==> src/rtl/lighthouse_pkg.sv <==
// rtl/lighthouse_pkg.sv - shared widths, thresholds, FSM encoding and code decoder
package lighthouse_pkg;

  localparam int WIDTH_BITS = 13;
  typedef logic [WIDTH_BITS-1:0] width_t;

  localparam width_t MIN_SYNC = width_t'(2865);
  localparam width_t MAX_SYNC = width_t'(7032);
  localparam width_t BASE     = width_t'(3125);
  localparam width_t STEP     = width_t'(521);
  localparam width_t CNT_MAX  = '1;

  typedef logic [1:0] state_t;
  localparam state_t ST_IDLE = 2'd0;
  localparam state_t ST_MEAS = 2'd1;
  localparam state_t ST_LONG = 2'd2;

  // T_k = MIN_SYNC + k*STEP
  localparam width_t T_TABLE [1:7] = '{
    width_t'(3386), width_t'(3907), width_t'(4428), width_t'(4949),
    width_t'(5470), width_t'(5991), width_t'(6512)
  };

  function automatic logic [2:0] decode_code(input width_t w);
    logic [2:0] c;
    c = '0;
    for (int k = 1; k <= 7; k++) begin
      if (w >= T_TABLE[k]) c = c + 3'd1;
    end
    return c;
  endfunction

endpackage

==> src/rtl/glitch_filter.sv <==
// rtl/glitch_filter.sv - 2-flop synchronizer plus consecutive-cycle glitch filter
module glitch_filter #(
  parameter int GLITCH_CYCLES = 4
) (
  input  logic clk,
  input  logic rst,
  input  logic sig,
  output logic level
);

  localparam int CW = $clog2(GLITCH_CYCLES + 3);

  logic          s1;
  logic          s2;
  logic          armed;
  logic [CW-1:0] cnt;

  // Until armed, the input must be seen low long enough so a pulse in flight at reset is ignored.
  always_ff @(posedge clk) begin
    if (rst) begin
      s1    <= 1'b0;
      s2    <= 1'b0;
      armed <= 1'b0;
      cnt   <= '0;
      level <= 1'b0;
    end else begin
      s1 <= sig;
      s2 <= s1;
      if (!armed) begin
        if (s2) begin
          cnt <= '0;
        end else if (cnt == CW'(GLITCH_CYCLES + 1)) begin
          armed <= 1'b1;
          cnt   <= '0;
        end else begin
          cnt <= cnt + CW'(1);
        end
      end else if (s2 != level) begin
        if (cnt == CW'(GLITCH_CYCLES - 1)) begin
          level <= s2;
          cnt   <= '0;
        end else begin
          cnt <= cnt + CW'(1);
        end
      end else begin
        cnt <= '0;
      end
    end
  end

endmodule

==> src/rtl/sync_pulse_decoder.sv <==
// rtl/sync_pulse_decoder.sv - measures filtered high periods and classifies them as sweep, sync or overlong
module sync_pulse_decoder
  import lighthouse_pkg::*;
#(
  parameter int GLITCH_CYCLES = 4
) (
  input  logic                  clk,
  input  logic                  rst,
  input  logic                  sig,
  output logic                  sync_start,
  output logic                  sync_valid,
  output logic [2:0]            sync_code,
  output logic [WIDTH_BITS-1:0] sync_width,
  output logic                  sweep_valid,
  output logic                  err_long,
  output logic                  level
);

  state_t state;
  width_t cnt;
  logic   level_d;
  logic   rise;
  logic   fall;

  glitch_filter #(.GLITCH_CYCLES(GLITCH_CYCLES)) u_filter (
    .clk   (clk),
    .rst   (rst),
    .sig   (sig),
    .level (level)
  );

  assign rise       = level & ~level_d;
  assign fall       = ~level & level_d;
  assign sync_start = (state == ST_MEAS) && (cnt == MIN_SYNC);

  always_ff @(posedge clk) begin
    if (rst) begin
      state       <= ST_IDLE;
      cnt         <= '0;
      level_d     <= 1'b0;
      sync_valid  <= 1'b0;
      sweep_valid <= 1'b0;
      err_long    <= 1'b0;
      sync_code   <= '0;
      sync_width  <= '0;
    end else begin
      level_d     <= level;
      sync_valid  <= 1'b0;
      sweep_valid <= 1'b0;
      err_long    <= 1'b0;

      if (rise) begin
        cnt <= width_t'(1);
      end else if (level) begin
        if (cnt != CNT_MAX) cnt <= cnt + width_t'(1);
      end else begin
        cnt <= '0;
      end

      case (state)
        ST_IDLE: if (rise) state <= ST_MEAS;
        ST_MEAS: begin
          if (fall) state <= ST_IDLE;
          else if (cnt == MAX_SYNC + width_t'(1)) state <= ST_LONG;
        end
        ST_LONG: if (fall) state <= ST_IDLE;
        default: state <= ST_IDLE;
      endcase

      // Classify on the count itself: a fall can coincide with the MEAS->LONG step.
      if (fall && state != ST_IDLE) begin
        sweep_valid <= (cnt < MIN_SYNC);
        sync_valid  <= (cnt >= MIN_SYNC) && (cnt <= MAX_SYNC);
        err_long    <= (cnt > MAX_SYNC);
        sync_width  <= cnt;
        sync_code   <= decode_code(cnt);
      end
    end
  end

endmodule

==> config.mk <==
export PLATFORM = sky130hd
export DESIGN_NAME = sync_pulse_decoder
export DESIGN_NICKNAME = d
export VERILOG_FILES = /design/src/rtl/lighthouse_pkg.sv /design/src/rtl/glitch_filter.sv /design/src/rtl/sync_pulse_decoder.sv
export SDC_FILE = /design/constraint.sdc
export NUM_CORES = 1
export LEC_CHECK = 0
export BUFFER_PORTS_ARGS = -buffer_cell sky130_fd_sc_hd__buf_4
export CAP_MARGIN = 5
export CELL_PAD_IN_SITES_DETAIL_PLACEMENT = 1
export CELL_PAD_IN_SITES_GLOBAL_PLACEMENT = 1
export CORE_ASPECT_RATIO = 1.5
export CORE_MARGIN = 5
export CORE_UTILIZATION = 40
export DETAILED_ROUTE_END_ITERATION = 12
export GPL_ROUTABILITY_DRIVEN = 0
export PLACE_DENSITY = 0.76
export SLEW_MARGIN = 20
export SYNTH_ARGS = -nofsm -noshare
export SYNTH_HDL_FRONTEND = slang
export SYNTH_SLANG_ARGS = --single-unit
==> constraint.sdc <==
create_clock -name clk -period 6.59 [get_ports clk]
set_input_delay 0.659 -clock clk [delete_from_list [all_inputs] [get_ports clk]]
set_output_delay 0.659 -clock clk [all_outputs]
set_load 0.05 [all_outputs]
# --- Word level (Yosys, flattened, before mapping) ---
# Index checks and enable logic that the tools add are counted.
totals:
  regBits: 42
  inputBits: 3
  out_inout_bits: 21
  wordCells: 94
classes:
  addsub: 8
  n_lt_le_gt_ge: 11
  eq_ne: 12
  muxes: 35
  bitwise_logic: 5
  n_reduce_logical: 9
ops:
  columns: ["operator", "count"]
  rows:
  - ["3-bit two-way mux", 23]
  - ["13-bit greater-or-equal comparator, second input constant", 5]
  - ["13-bit by 12-bit greater-or-equal comparator with 1-bit output, second input constant", 3]
  - ["3-bit by 1-bit adder with 3-bit output, second input constant", 7]
  - ["13-bit by 1-bit adder with 13-bit output, second input constant", 1]
  - ["13-bit by 12-bit equality test with 1-bit output, second input constant", 1]
  - ["13-bit equality test, second input constant", 1]
  - ["13-bit > comparator, second input constant", 1]
  - ["13-bit less-or-equal comparator, second input constant", 1]
  - ["13-bit by 12-bit less-than comparator with 1-bit output, second input constant", 1]
  - ["13-bit inequality test, second input constant", 1]
  - ["2-bit two-way mux", 4]
  - ["1-bit two-way mux", 7]
  - ["2-bit case mux with 3 select lines", 1]
  - ["3-bit AND reduction", 2]
  - ["2-bit inequality test, second input constant", 2]
  - ["3-bit by 2-bit equality test with 1-bit output, second input constant", 1]
  - ["3-bit equality test, second input constant", 1]
  - ["1-bit logical AND", 3]
  - ["3-bit by 2-bit inequality test with 1-bit output, second input constant", 1]
  - ["3-bit inequality test, second input constant", 1]
  - ["1-bit inverter", 3]
  - ["3-bit OR reduction", 1]
  - ["1-bit AND", 2]
  - ["other kinds (6)", 6]

# --- Depth between registers and ports, before layout ---
logic_depth:
  word_depth: 27
  mapped_depth: 22
  mapped_depth_nobuf: 21

# --- Modules after synthesis ---
# A second synthesis with hierarchy kept.
hier_totals:
  hier_cells: 296
  area_unflattened_um2: 2484.9
modules_own_cells:
  columns: ["module", "instances", "cells_each", "area_each_um2"]
  rows:
  - ["sync_pulse_decoder", 1, 264, 2154.6]
  - ["glitch_filter", 1, 32, 330.3]

# --- Worst setup path before layout ---
# No wires, ideal clock.
synth_timing:
  path_kind: "register to register"
  from: "register cnt[4]"
  to: "register sync_code[2]"
  arrival_ns: 4.495
  required_ns: 6.521
  slack_ns: 2.026
  path_stages_with_launch: 21
  period_less_slack_ns: 4.564
  path_cell_list: "dfxtp_1 > buf_2 > or4_1 > or3_1 > a41o_1 > inv_1 > ha_1 > buf_4 > xnor2_1 > ha_1 > xnor3_1 > and3_1 > a211oi_2 > ha_1 > mux2_2 > ha_1 > nand2_1 > xor2_1 > xnor2_1 > xor3_1 > o21ai_1"
synth_between:
  elab_chain_cells: 26
  word_cells_on_any_way: 32
  cone_classes: "add/sub: 6; order compare: 7; mux: 19"
synth_rtl:
  columns: ["item", "line_no", "rtl"]
  rows:
  - ["start: declaration", "sync_pulse_decoder.sv:20", "width_t cnt;"]
  - ["start signal: assignment", "sync_pulse_decoder.sv:53", "cnt <= width_t'(1);"]
  - ["start signal: assignment", "sync_pulse_decoder.sv:55", "if (cnt != CNT_MAX) cnt <= cnt + width_t'(1);"]
  - ["13-bit by 12-bit greater-or-equal comparator with 1-bit output", "lighthouse_pkg.sv:28", "if (w >= T_TABLE[k]) c = c + 3'd1;"]
  - ["1-bit two-way mux", "lighthouse_pkg.sv:28", null]
  - ["3-bit two-way mux", "sync_pulse_decoder.sv:71", "if (fall && state != ST_IDLE) begin"]
  - ["3-bit two-way mux", "sync_pulse_decoder.sv:37", "if (rst) begin"]
  - ["3-bit by 1-bit adder with 3-bit output", "lighthouse_pkg.sv:28", null]
  - ["3-bit two-way mux", "lighthouse_pkg.sv:28", null]
  - ["3-bit two-way mux", "sync_pulse_decoder.sv:71", null]
  - ["3-bit two-way mux", "sync_pulse_decoder.sv:37", null]
  - ["(+10 left out)", null, null]
  - ["3-bit two-way mux", "sync_pulse_decoder.sv:71", null]
  - ["3-bit two-way mux", "sync_pulse_decoder.sv:37", null]
  - ["3-bit by 1-bit adder with 3-bit output", "lighthouse_pkg.sv:28", null]
  - ["3-bit two-way mux", "lighthouse_pkg.sv:28", null]
  - ["3-bit two-way mux", "sync_pulse_decoder.sv:71", null]
  - ["3-bit two-way mux", "sync_pulse_decoder.sv:37", null]
  - ["3-bit by 1-bit adder with 3-bit output", "lighthouse_pkg.sv:28", null]
  - ["3-bit two-way mux *", "lighthouse_pkg.sv:28", null]
  - ["end signal: assignment", "sync_pulse_decoder.sv:76", "sync_code <= decode_code(cnt);"]
  - ["end: declaration", "sync_pulse_decoder.sv:12", "output logic [2:0] sync_code,"]
# Mark *: on every way between the ends. The rest lies on a longest branch, timed or not. The select of a mux whose other input is x is not followed.
# A chain may end at the register's enable or synchronous reset.

# --- Worst setup path after layout ---
# Ends and elaborated chain as after synthesis.

==> load_flow_metrics.sql <==
INSERT INTO impl_metrics (metric_group, metric, value, unit) VALUES
('power', 'peakVddDrop', '155', 'uV'),
('clocking', 'cts_buffer_depth', '2', ''),
('yosys', 'netlist_instances', '301', ''),
('critical_path', 'setup_slack_of_the_most_critical_reg_to_reg_path', '1.79', 'ns'),
('layout', 'antenna_cells', '0', ''),
('timing', 'setup_repair_after_global_routing_missed_its_margin', 'false', ''),
('place', 'placedInstanceArea', '2680', 'um^2'),
('drt', 'drc', '0', ''),
('place', 'dp.cells', '379', ''),
('timing', 'part_of_the_cycle_the_worst_path_needs', '72.8', '%'),
('status', 'status', 'complete, no violations', ''),
('global_routing', 'fraction_of_met1_tracks_used_by_global_routing', '18.8', '%'),
('clocking', 'cts_inserted_buffers', '5', ''),
('critical_path', 'crit_path_start_kind', 'flop', ''),
('hold_path', 'whs_path_depth', '2', ''),
('timing', 'hold_viol_final', '0', ''),
('floorplanning', 'floorplan.die.width', '75', 'um'),
('layout', 'layout.nets', '330', ''),
('timing', 'fin_crit_period', '4.80', 'ns'),
('yosys', 'post_synthesis_average_cell_area', '8.42', 'um^2'),
('drt', 'drt_iter0_markers', '47', ''),
('timing', 'hold_ws', '0.458', 'ns'),
('layout', 'area_added_between_synthesis_and_finish', '9.28', '%'),
('clocking', 'cts_clock_pin_slew_for_the_worst_setup_and_hold_paths', '0.09', 'ns'),
('global_routing', 'globalRouteMet2Util', '32.5', '%'),
('floorplanning', 'design.core.area', '6170', 'um^2'),
('yosys', 'post_synthesis_cell_area', '2530', 'um^2'),
('yosys', 'yosysWarningCount', '0', ''),
('timing', 'clock-skew-final', '0.00879', 'ns'),
('global_routing', 'congestion_overflow_gr', '0', ''),
('clocking', 'clock_insertion_delay_worst_skew', '0.30', 'ns'),
('critical_path', 'reg2regPathDepth', '18', ''),
('flow_run', 'drv_cap', '0', ''),
('floorplanning', 'io_pins', '24', ''),
('floorplanning', 'die_outline_area', '8060', 'um^2'),
('drt', 'drt.antenna.violating_nets', '0', ''),
('drt', 'wl_per_cell', '16.6', 'um'),
('place', 'preCtsSetupSlack', '1.78', 'ns'),
('drt', 'route.vias.total', '2142', ''),
('global_routing', 'global_route.usage.met3', '2.52', '%'),
('yosys', 'synth_cell_types', '59', ''),
('drt', 'viasPerCell', '5.53', ''),
('layout', 'layoutNonFillerInstCount', '387', ''),
('yosys', 'synthArstFlopShare', '0', '%'),
('clocking', 'postCtsSetupRepairBufs', '0', ''),
('yosys', 'syn-num-nets', '319', ''),
('critical_path', 'crit-reg2reg-launch', 'cnt[4]', ''),
('timing', 'relSlewSlack', '48.1', '%'),
('yosys', 'ys_seq_area_share', '33.2', '%'),
('clocking', 'numClockSinks', '42', ''),
('clocking', 'clock_tree.htree_level_count', '2', ''),
('timing', 'tightestPinTransition', '0.771', 'ns'),
('critical_path', 'cp_data_arrival_time', '5.03', 'ns'),
('global_routing', 'grt_antenna_before_repair', '0', ''),
('timing', 'tns', '0', 'ns'),
('critical_path', 'endpoint_kind', 'flop', ''),
('global_routing', 'grt_max_degree', '29', ''),
('power', 'power-per-cell-area', '160', 'nW/um^2'),
('clocking', 'tritoncts', 'yes', ''),
('timing', 'finalSetupViolCount', '0', ''),
('yosys', 'synth_enable_flop_cells', '0', ''),
('place', 'portBuffers', '23', ''),
('hold_path', 'hold_path.startpoint', 'sync_width[8]', ''),
('timing', 'fin_ws', '1.79', 'ns'),
('drt', 'drt-pass1-iter-count', '4', ''),
('clocking', 'post_cts_hold_buffers', '0', ''),
('place', 'place.detailed.hpwl', '4.89', 'mm'),
('layout', 'final_cell_area', '2770', 'um^2'),
('drt', 'routed_wl', '6.42', 'mm'),
('yosys', 'synth-seq-cells', '42', ''),
('timing', 'maxClockFrequency', '209', 'MHz');
==> cell usage after synthesis (all sizes together), types with 3 or more instances <==
cell type	count	area (um^2)
a211oi	8	75.1
o21ai	11	70.1
xnor2	6	52.6
inv	10	37.5
nand2	50	188
nor2b	7	43.8
nand3	7	35.0
xor2	11	115
nor3b	3	22.5
a21oi	24	120
nor2	25	96.4
nor4	4	25.0
nor3	4	20.0
dfxtp	42	841
buf	12	92.6
clkbuf	8	40.0
a31oi	9	71.3
and3	5	31.3
nand3b	3	22.5
nand4	3	18.8
ha	15	188
==> area by class of cell <==
cell class              count  area (um^2)
inverters                  10         37.5
flip-flops and latches     42          841
clock inverters             2         12.5
well taps                  74         92.6
fillers                   748         3400
repair buffers             24          180
clock buffers               6         82.6
multi-input cells         229         1520
==> per-layer routing <==
metal / share of wire [%] / wire length [um]
met1: 40 / 2560
met2: 56 / 3630
met3: 1.4 / 92
met4: 2.1 / 138
met5: 0 / 0
==> worst paths after layout <==
kind,to
worst max-delay path,sync_code[2]
worst max register to register,sync_code[2]
worst min register to register,sync_width[8]
worst min-delay path,sync_width[8]
==> flip-flops by register name, indices dropped and copies added (netlist names), 2 cells and up <==
name	flops
state	2
sync_width	13
u_filter.cnt	3
cnt	13
sync_code	3
==> worst max-delay path: stages, from the launching register on <==
cell,delay (ns)
dfxtp_1,0.47
or4_1,0.56
or3_1,0.32
a41o_1,0.25
inv_1,0.09
ha_1,0.36
xnor2_1,0.23
ha_1,0.26
xnor3_1,0.32
and3_1,0.19
a211oi_2,0.21
ha_1,0.28
mux2_2,0.27
ha_1,0.19
nand2_1,0.06
xor2_1,0.17
xnor2_1,0.14
xor3_1,0.23
o21ai_1,0.11
==> cell usage in the layout, fill, tap and decap left out, types with 4 or more instances in the layout <==
cell	synthesis	final
ha_1	15	15
nor3_1	4	4
nor4_1	4	4
xor2_1	10	10
nand2_1	50	50
clkbuf_8	1	6
buf_4	8	24
nor2_1	24	24
a31oi_1	8	8
dfxtp_1	42	42
xnor2_1	6	6
a211oi_1	5	5
o21ai_1	4	4
inv_1	10	10
nand3_1	7	7
o21ai_0	5	5
a21oi_1	24	24
nor2b_1	7	7
and3_1	5	5
==> power by group <==
| group | switching, mW | total, mW | internal (mW) |
|---|---|---|---|
| logic | 0.00665 | 0.0114 | 0.00474 |
| clock network | 0.0908 | 0.175 | 0.0842 |
| registers | 0.00191 | 0.258 | 0.256 |
| total | 0.0994 | 0.444 | 0.345 |
==> logic make-up after synthesis <==
kind of cell               share of synthesized area (%)
AOI/OAI and AO/OA                                   18.5
buffers and inverters                               6.71
xor gates and xnor gates                            8.44
DFF                                                 33.2
adders and majority gates                           7.40
muxes                                               1.23
and+or+nand+nor                                     24.6
No activity file was read; power rests on OpenSTA's default activity.
